$ cat config.mk
export PLATFORM = sky130hd
export DESIGN_NAME = psimd_instr_issuer
export DESIGN_NICKNAME = d
export VERILOG_FILES = /design/src/rtl/psimd_instr_issuer.sv
export SDC_FILE = /design/constraint.sdc
export NUM_CORES = 1
export LEC_CHECK = 0
export BUFFER_PORTS_ARGS = -buffer_cell sky130_fd_sc_hd__buf_2
export CORE_MARGIN = 8
export CORE_UTILIZATION = 55
export DETAILED_ROUTE_END_ITERATION = 8
export GPL_TIMING_DRIVEN = 0
export HOLD_SLACK_MARGIN = 0.12
export PLACE_DENSITY = 0.74
export SYNTH_ARGS = -nofsm -noshare
export SYNTH_HDL_FRONTEND = slang
export SYNTH_SLANG_ARGS = --single-unit
$ cat constraint.sdc
create_clock -name clk -period 4.4 [get_ports clk]
set_clock_uncertainty 0.1 [all_clocks]
set_input_delay 0 -clock clk [delete_from_list [all_inputs] [get_ports clk]]
set_output_delay 0 -clock clk [all_outputs]
set_load 0.05 [all_outputs]
$ cat src/rtl/psimd_instr_issuer.sv
// Host-side front end for the PSIMD core: buffers host instructions, issues one per cycle,
// captures tagged core results and returns them in issue order under credit-based flow control.
module psimd_instr_issuer #(
  parameter int          IFIFO_DEPTH = 4,
  parameter int          RFIFO_DEPTH = 4,
  parameter int          RESULT_LAT  = 1,
  parameter logic [31:0] NOP_INSTR   = 32'h0000_0000,
  parameter int          TAG_W       = 4
) (
  input  logic             clk,
  input  logic             rst_n,
  input  logic             in_valid,
  output logic             in_ready,
  input  logic [31:0]      in_instr,
  output logic [31:0]      core_instr,
  input  logic [63:0]      core_data,
  input  logic [3:0]       core_invalid,
  input  logic [3:0]       core_inexact,
  input  logic [3:0]       core_overflow,
  input  logic [3:0]       core_underflow,
  input  logic [3:0]       core_div_by_zero,
  output logic             res_valid,
  input  logic             res_ready,
  output logic [63:0]      res_data,
  output logic [19:0]      res_flags,
  output logic [TAG_W-1:0] res_tag,
  output logic             busy
);

  localparam int IF_AW  = $clog2(IFIFO_DEPTH);
  localparam int RF_AW  = $clog2(RFIFO_DEPTH);
  localparam int ENT_W  = 64 + 20 + TAG_W;
  localparam int LAT_CW = $clog2(RESULT_LAT + 1);
  localparam int SUM_W  = RF_AW + 3;

  // Instruction FIFO (pointers carry an extra wrap bit)
  logic [31:0]      if_mem [IFIFO_DEPTH];
  logic [IF_AW:0]   if_wr, if_rd, if_count;
  logic             if_full, if_empty, in_push;

  // Result FIFO
  logic [ENT_W-1:0] rf_mem [RFIFO_DEPTH];
  logic [RF_AW:0]   rf_wr, rf_rd, rf_count;
  logic             rf_full, rf_empty, rf_push, rf_pop;
  logic [ENT_W-1:0] rf_head;

  // Issue pipeline tracking
  logic [RESULT_LAT-1:0] vld_pipe;
  logic [TAG_W-1:0]      tag_pipe [RESULT_LAT];
  logic [TAG_W-1:0]      tag;
  logic [LAT_CW-1:0]     inflight;
  logic                  credit, issue;

  assign if_count = if_wr - if_rd;
  assign if_full  = (if_count == (IF_AW+1)'(IFIFO_DEPTH));
  assign if_empty = (if_wr == if_rd);
  assign in_ready = !if_full;
  assign in_push  = in_valid & in_ready;

  assign rf_count = rf_wr - rf_rd;
  assign rf_full  = (rf_count == (RF_AW+1)'(RFIFO_DEPTH));
  assign rf_empty = (rf_wr == rf_rd);
  assign rf_push  = vld_pipe[RESULT_LAT-1];
  assign rf_pop   = res_valid & res_ready;

  // Results already in flight reserve a result-FIFO slot, so a capture can never overflow it.
  assign inflight = LAT_CW'($countones(vld_pipe));
  assign credit   = (SUM_W'(rf_count) + SUM_W'(inflight)) < SUM_W'(RFIFO_DEPTH);
  assign issue    = !if_empty & credit;

  always_ff @(posedge clk) begin
    if (!rst_n) begin
      if_wr      <= '0;
      if_rd      <= '0;
      rf_wr      <= '0;
      rf_rd      <= '0;
      vld_pipe   <= '0;
      tag        <= '0;
      core_instr <= NOP_INSTR;
    end else begin
      if (in_push) if_wr <= if_wr + 1'b1;
      if (issue) begin
        if_rd      <= if_rd + 1'b1;
        tag        <= tag + 1'b1;
        core_instr <= if_mem[if_rd[IF_AW-1:0]];
      end else begin
        core_instr <= NOP_INSTR;
      end
      for (int i = RESULT_LAT - 1; i > 0; i--) vld_pipe[i] <= vld_pipe[i-1];
      vld_pipe[0] <= issue;
      if (rf_push) rf_wr <= rf_wr + 1'b1;
      if (rf_pop)  rf_rd <= rf_rd + 1'b1;
    end
  end

  // NOTE: storage arrays and the tag pipe are not reset; validity lives entirely in the
  // reset pointers and vld_pipe, so stale contents are never observed.
  always_ff @(posedge clk) begin
    if (in_push) if_mem[if_wr[IF_AW-1:0]] <= in_instr;
    if (rf_push) rf_mem[rf_wr[RF_AW-1:0]] <= {core_data, core_invalid, core_inexact,
                                              core_overflow, core_underflow,
                                              core_div_by_zero, tag_pipe[RESULT_LAT-1]};
    for (int i = RESULT_LAT - 1; i > 0; i--) tag_pipe[i] <= tag_pipe[i-1];
    tag_pipe[0] <= tag;
  end

  // Outputs are forced to zero while empty so unwritten storage never leaks out.
  assign res_valid = !rf_empty;
  assign rf_head   = rf_mem[rf_rd[RF_AW-1:0]];
  assign {res_data, res_flags, res_tag} = res_valid ? rf_head : '0;

  assign busy = !if_empty | (inflight != '0) | !rf_empty;

  a_no_rf_overflow: assert property (@(posedge clk) disable iff (!rst_n) !(rf_push && rf_full));

endmodule

==> out/metrics.yaml, run 1 <==
postLayoutSetupSlackWorst_ns: 0.795
grt_pass1_vias: 11400
synth_nets: 1050
dp_worst_setup_slack_ns: 0.802
power.share.clock: 0.277
numPlacedInstances: 1622
layoutNonFillerInstCount: 1959
netlist_top_cells_count: "sky130_fd_sc_hd__edfxtp_1, sky130_fd_sc_hd__mux4_2, sky130_fd_sc_hd__and2_1"
pwr-share-seq: 0.401
yosys.cell_types.count: 27
grt_max_degree: 52
power.ir.vdd_worst_uv: 606
worst-endpoint-required_ns: 4.50
dp.final_hpwl_mm: 24.7
grt_pass1_wl_mm: 66.4
synth_top_cells_by_area: "sky130_fd_sc_hd__edfxtp_1, sky130_fd_sc_hd__mux4_2, sky130_fd_sc_hd__dfxtp_1"
fmax_mhz: 277
areaGrowthSynthToFinish_pct: 30.4
power.internal_w: 0.0104
clkTransAtPathRegs_ns: 0.06
worst_path_dominant_cell_family: "buffers and inverters"
synth-edff-count: 480
crit_fanout: 32
critical_path_endpoint_category: "register"
critical_path_arrival_ns: 3.70
netlist.area_leader.share: 0.727
drive_above_1_share: 0.315
routedWlPerCell_microns: 22.3
ctsLongestPathBuffers: 3
postRouteAntennaNets: 0
cap_viol_max_count: 0
num-fill-cells: 2099
gr-max-usage-layer: "met2"
switchingPower_w: 0.00561
rsz0062_at_grt: "no"
setup_violations: 0
worstSkewPairLatency_ns: 0.59
yosysWarningCount: 0
groute.layer.met1.usage: 0.261
boundaryPins: 243
global_route.usage.met2: 0.352
numPortBuffers: 242
core.rowCount: 69
finalCriticalPeriod_ns: 3.60
power.static_leakage_nw: 9.16
global_route.overflow_total: 0
place_congestion: 0.716
cts.root.buffer_cell: "sky130_fd_sc_hd__clkbuf_16"
synth.most_common_cell: "sky130_fd_sc_hd__edfxtp_1"
timing_hold_violations_final: 0
floorplan.initialDensity: 0.558
die_width_microns: 206
antenna_violations_before_repair: 4
critPathLaunchType: "register"
number_of_search_and_repair_iterations_in_the_first_detailed_routing_pass: 5
finalNetCount: 1587
grt_util_all_layers: 0.206
htreeDepth: 2
async_flop_share: 0
crit_path_top_delay_cell: "sky130_fd_sc_hd__and2_2"
cts_tree: "yes"
status: "completed"
p_comb_frac: 0.322
detail_route.iter0.violations: 651
core_ar_sq_mm: 0.0356
worst_slew_pin_slew_ns: 0.914
detailroute.via_count: 10600
synthesis.area_per_instance_sq_um: 21.7
floorplan.die.height_microns: 206
ys_seq_elements: 535
final_design_utilization: 0.727
power.density_mw_per_mm2: 620
class_of_the_tightest_hold_or_removal_check: "in -> reg"
slew-limit-headroom: 0.391
timing.final.crit_share: 0.819
cts-buffers-inserted: 52
route.detailed.drc: 0
synth_top_cell_by_area: "sky130_fd_sc_hd__edfxtp_1"
cts.sinks: 535
final-max-slew-violation-count: 0
cp.buffers_inverters: 3
worst-setup-path-type: "reg -> reg"
fin_hold_ws_ns: 0.202
use_met3: 0.0483
switching_share_of_power: 0.349
die_area_sq_mm: 0.0424
cp_slowest_stage_delay_ns: 0.85
totalWireLength_mm: 43.6
yosysSeqAreaShare: 0.782
synthCells: 914
total_power_w: 0.0160
path_cells: "clkbuf_1, buf_1, inv_1, ha_1, nor2b_1, xnor2_1, a31oi_1, and2_2"
postSynth.topFlopCell: "sky130_fd_sc_hd__edfxtp_1"
netlist_area_sq_mm: 0.0198
viasPerCell: 5.39
[timing repair]
action / in CTS / in global routing
gates resized for setup: 0 / 0
hold buffers: 236 / 0
endpoints found under the setup margin: 0 / 0
hold endpoints to repair: 517 / 0
buffers inserted: 0 / 0
[path summary, 6_finish.rpt]
path / slack, ns / from / endpoint / cells after the start
setup / recovery: 0.80 / if_rd[1] / if_mem[0][20] / 8
hold / removal: 0.20 / rst_n / tag[3] / 4
setup reg to reg: 0.80 / if_rd[1] / if_mem[0][20] / 8
hold reg to reg: 0.28 / tag[2] / tag_pipe[0][2] / 0
[layout by cell type (no fill, tap or decap), drive strengths merged, types with 15 or more instances in the layout]
cell type / synthesis / layout
buf: 19 / 266
clkbuf: 25 / 87
dlygate4sd3: 0 / 236
nor2b: 33 / 33
mux4: 120 / 120
dfxtp: 55 / 55
edfxtp: 480 / 480
clkinv: 0 / 21
and2: 95 / 95
ha: 15 / 15
[flip-flops by register name (all words and copies together), names as in the netlist, 3 cells and up, named ones only]
| signal | count |
|---|---|
| core_instr | 32 |
| if_mem | 128 |
| if_rd | 3 |
| if_wr | 3 |
| rf_mem | 352 |
| rf_rd | 3 |
| rf_wr | 3 |
| tag | 4 |
| tag_pipe | 4 |
[kinds of logic after synthesis]
kind of cell               count (synthesis)  share of synthesized area
AOI/OAI and AO/OA                         12                    0.00347
xor gates and xnor gates                   9                    0.00473
adders and majority gates                 16                     0.0105
buffers and inverters                     56                     0.0120
DFF                                      535                      0.782
muxes                                    126                      0.139
and+or+nand+nor                          160                     0.0479
[power by group through the flow]
stage / sequential [W] / clock (W) / combinational (W)
after floorplan: 0.00695 / 0 / 0.00323
after global placement: 0.00656 / 0 / 0.00492
after detailed placement: 0.00653 / 0 / 0.00502
after CTS: 0.00643 / 0.00451 / 0.00520
after global routing: 0.00648 / 0.00471 / 0.00547
final: 0.00644 / 0.00445 / 0.00516
[tightest hold or removal path, delay by kind of cell]
family	cells	cell delay (ns)
AOI/OAI and AO/OA	1	0.04
buffers and inverters	3	0.80
[metrics by stage]
step,instance area (sq um),TNS (ns)
2_1_floorplan,19800,0
3_3_place_gp,21600,-177.02
3_5_place_dp,21800,0
4_1_cts,25900,0
5_1_grt,25900,0
6_report,25900,0
[layout make-up]
class	count	area, sq um	area share
Buffer	44	194	0.00750
Sequential cell	535	15500	0.600
Tap cell	461	577	0.0223
Multi-Input combinational cell	323	4110	0.159
Clock buffer	62	1340	0.0518
Timing Repair Buffer	483	3700	0.143
Clock inverter	34	367	0.0142
Inverter	12	45.0	0.00174
Antenna cell	5	12.5	0.000484
[metal layers]
metal / wire length (microns) / vias up / share of wire
li1: - / 4740 / -
met1: 17500 / 5436 / 0.40
met2: 22100 / 315 / 0.51
met3: 2910 / 74 / 0.067
met4: 1090 / 2 / 0.025
met5: 8 / - / 0.00018
Power figures use the tool's default switching activity.
==> run 2: changes to the inputs <==
--- a/config.mk
+++ b/config.mk
@@ -5,6 +5,7 @@
 export SDC_FILE = /design/constraint.sdc
 export NUM_CORES = 1
 export LEC_CHECK = 0
+export ABC_AREA = 1
 export BUFFER_PORTS_ARGS = -buffer_cell sky130_fd_sc_hd__buf_2
 export CORE_MARGIN = 8
 export CORE_UTILIZATION = 55
==> constraint.sdc (replaced) <==
create_clock -name clk -period 3.4 [get_ports clk]
set_clock_uncertainty 0.1 [all_clocks]
set_input_delay 0 -clock clk [delete_from_list [all_inputs] [get_ports clk]]
set_output_delay 0 -clock clk [all_outputs]
set_load 0.05 [all_outputs]
==> out/metrics.yaml, run 2 <==
status: "completed"
postRouteAntennaNets: 0  # unchanged
power.share.clock: 0.194  # -0.083
core.rowCount: 71  # +2.9%
grt_pass1_wl_mm: 82.5  # +24%
floorplan.initialDensity: 0.553  # -0.00473
areaGrowthSynthToFinish_pct: 28.6
postLayoutSetupSlackWorst_ns: 0.457  # -0.338 ns
synthCells: 1609  # +76%
cap_viol_max_count: 0  # unchanged
grt_pass1_vias: 14600  # +28%
grt_util_all_layers: 0.240  # +0.0336
timing_hold_violations_final: 0  # unchanged
routedWlPerCell_microns: 20.1  # -9.7%
rsz0062_at_grt: "no"
power.ir.vdd_worst_uv: 667  # +10%
synth.most_common_cell: "sky130_fd_sc_hd__nor2_1"
number_of_search_and_repair_iterations_in_the_first_detailed_routing_pass: 5  # unchanged
fmax_mhz: 340  # +23%
cts-buffers-inserted: 50  # -3.8%
crit_fanout: 19  # -41%
htreeDepth: 2  # unchanged
dp.final_hpwl_mm: 31.6  # +28%
drive_above_1_share: 0.195  # -0.120
detailroute.via_count: 14600  # +38%
class_of_the_tightest_hold_or_removal_check: "in -> reg"
switching_share_of_power: 0.474  # +0.124
power.density_mw_per_mm2: 1010  # +63%
critical_path_arrival_ns: 3.13  # -0.57 ns
cts_tree: "yes"
crit_path_top_delay_cell: "sky130_fd_sc_hd__nor2_4"
antenna_violations_before_repair: 5  # +1
route.detailed.drc: 0  # unchanged
numPlacedInstances: 2333  # +44%
p_comb_frac: 0.487  # +0.165
largest_reg_flops: 352  # unchanged
detail_route.iter0.violations: 1258  # +93%
layoutNonFillerInstCount: 2659  # +36%
netlist_area_sq_mm: 0.0206  # +3.8%
ys_seq_elements: 535  # unchanged
finalCriticalPeriod_ns: 2.94  # -0.662 ns
synth_nets: 1745  # +66%
placement.cell_area_sq_mm: 0.0226  # +3.9%
cp.buffers_inverters: 4  # +1
die_width_microns: 209  # +1.7%
slew-limit-headroom: 0.464  # +0.0735
worst-endpoint-required_ns: 3.59  # -0.91 ns
async_flop_share: 0  # unchanged
cpMostUsedCell: "sky130_fd_sc_hd__buf_2"
mostFrequentLayoutCells: "sky130_fd_sc_hd__nor2_1, sky130_fd_sc_hd__edfxtp_1, sky130_fd_sc_hd__buf_2, sky130_fd_sc_hd__dlygate4sd3_1, sky130_fd_sc_hd__o21ai_0"
dp_worst_setup_slack_ns: 0.496  # -0.305 ns
critical_path_endpoint_category: "register"
yosysSeqAreaShare: 0.754  # -0.0283
finalNetCount: 2280  # +44%
global_route.overflow_total: 0  # unchanged
place_congestion: 0.786  # +9.7%
postCtsSetupBuffers: 0  # unchanged
worstSkewPairLatency_ns: 0.58  # about the same
cts.root.buffer_cell: "sky130_fd_sc_hd__clkbuf_16"
postSynth.topFlopCell: "sky130_fd_sc_hd__edfxtp_1"
yosysWarningCount: 0  # unchanged
worst-setup-path-type: "reg -> reg"
final-max-slew-violation-count: 0  # unchanged
setup_violations: 0  # unchanged
totalWireLength_mm: 53.4  # +23%
total_power_w: 0.0268  # +67%
synth_top_cells_by_area: "sky130_fd_sc_hd__edfxtp_1, sky130_fd_sc_hd__nor2_1, sky130_fd_sc_hd__o21ai_0"
final_area_sq_mm: 0.0265  # +2.3%
seqCellArea_sq_mm: 0.0155  # unchanged
clkTransAtPathRegs_ns: 0.06  # about the same
core_ar_sq_mm: 0.0372  # +4.6%
switchingPower_w: 0.0127  # +130%
pwr-share-seq: 0.319  # -0.082
power.internal_w: 0.0141  # +35%
timing.final.crit_share: 0.866  # +0.0462
path_cells: "buf_2, inv_1, buf_2, ha_1, a21oi_1, nand2_1, nand3_2, nand2_2, nor2_4, buf_16"
die_area_sq_mm: 0.0439  # +3.5%
cts.sinks: 535  # unchanged
yosys.cell_types.count: 29  # +7.4%
critPathLaunchType: "register"
worst_slew_pin_slew_ns: 0.804  # -0.110 ns
cp_slowest_stage_delay_ns: 0.50  # -0.35 ns
synthesis.area_per_instance_sq_um: 12.8  # -41%
grt_max_degree: 54  # +3.8%
netlist.area_leader.share: 0.700  # -0.0263
power.static_leakage_nw: 9.79  # +6.9%
boundaryPins: 243  # unchanged
ctsLongestPathBuffers: 3  # unchanged
netlist_top_cells_count: "sky130_fd_sc_hd__nor2_1, sky130_fd_sc_hd__edfxtp_1, sky130_fd_sc_hd__o21ai_0"
synth-edff-count: 480  # unchanged
num-fill-cells: 2419  # +15%
viasPerCell: 5.48  # +1.5%
layout.cells.most_common: "sky130_fd_sc_hd__nor2_1"
synth_top_cell_by_area: "sky130_fd_sc_hd__edfxtp_1"
multiInputGateArea_sq_mm: 0.00453  # +10%
numPortBuffers: 242  # unchanged
floorplan.die.height_microns: 209  # +1.7%
worst_path_dominant_cell_family: "buffers and inverters"
## run 2: changes by cell type after synthesis, sizes merged, moves of 33 or more
cell and change:
nor2b -33, a21oi +97, mux4 -120, and2 -95, nor2 +492, buf +41
o21ai +242
## run 2: worst register-to-register path: stages (launching register included)
cell and delay [ns]:
sky130_fd_sc_hd__dfxtp_1 0.31, sky130_fd_sc_hd__buf_2 0.16, sky130_fd_sc_hd__inv_1 0.18, sky130_fd_sc_hd__buf_2 0.29, sky130_fd_sc_hd__ha_1 0.30, sky130_fd_sc_hd__a21oi_1 0.16, sky130_fd_sc_hd__nand2_1 0.07, sky130_fd_sc_hd__nand3_2 0.11
sky130_fd_sc_hd__nand2_2 0.18, sky130_fd_sc_hd__nor2_4 0.50, sky130_fd_sc_hd__buf_16 0.25
## run 2: path summary, 6_finish.rpt
| kind | from | cells after the start | slack [ns] | endpoint |
|---|---|---|---|---|
| setup reg to reg | if_rd[1] | 10 | 0.46 | if_mem[2][31] |
| hold / removal | core_data[60] | 2 | 0.17 | rf_mem[0][84] |
| hold reg to reg | tag[3] | 0 | 0.28 | tag_pipe[0][3] |
| setup / recovery | if_rd[1] | 10 | 0.46 | if_mem[2][31] |
## run 2: power groups by stage
stage / clock [W] / combinational, W / sequential, W
2_1_floorplan: 0 / 0.00839 / 0.00929
4_1_cts: 0.00525 / 0.0130 / 0.00854
3_5_place_dp: 0 / 0.0127 / 0.00867
3_3_place_gp: 0 / 0.0124 / 0.00874
6_report: 0.00520 / 0.0130 / 0.00856
5_1_grt: 0.00551 / 0.0138 / 0.00863
## run 2: cell type report
class                           count  share of cell area
Timing Repair Buffer              483               0.142
Inverter                           30             0.00463
Multi-Input combinational cell    947               0.171
Clock inverter                     23             0.00666
Antenna cell                        5            0.000473
Buffer                             97              0.0173
Clock buffer                       65              0.0498
Sequential cell                   535               0.586
Tap cell                          474              0.0224
## run 2: cell families after synthesis
logic type	after synthesis	synth area share
buf+inv	127	0.0278
xor+xnor	4	0.00170
flops	535	0.754
compound gates	379	0.104
simple gates	548	0.102
fa+ha+maj	16	0.0101
## run 2: routing by layer
layer | routed length, microns | GRT usage
met5 | 13 | 0
met4 | 1140 | 0.0731
met3 | 4540 | 0.0573
met2 | 27000 | 0.411
met1 | 20700 | 0.299
## run 2: what timing repair did
action                                 in CTS  in global routing
endpoints found under the hold margin     533                  0
setup endpoints to repair                   0                  0
resized for setup                           0                  0
hold buffers                              233                  0
## run 2: through the flow
step	setup TNS, ns	hold slack, ns	util
after floorplan	-14.95	-0.00113	-
after global placement	-445.36	0.110	0.601
after detailed placement	0	0.117	0.608
after CTS	0	0.121	0.711
after global routing	0	0.149	0.711
final	0	0.167	0.711
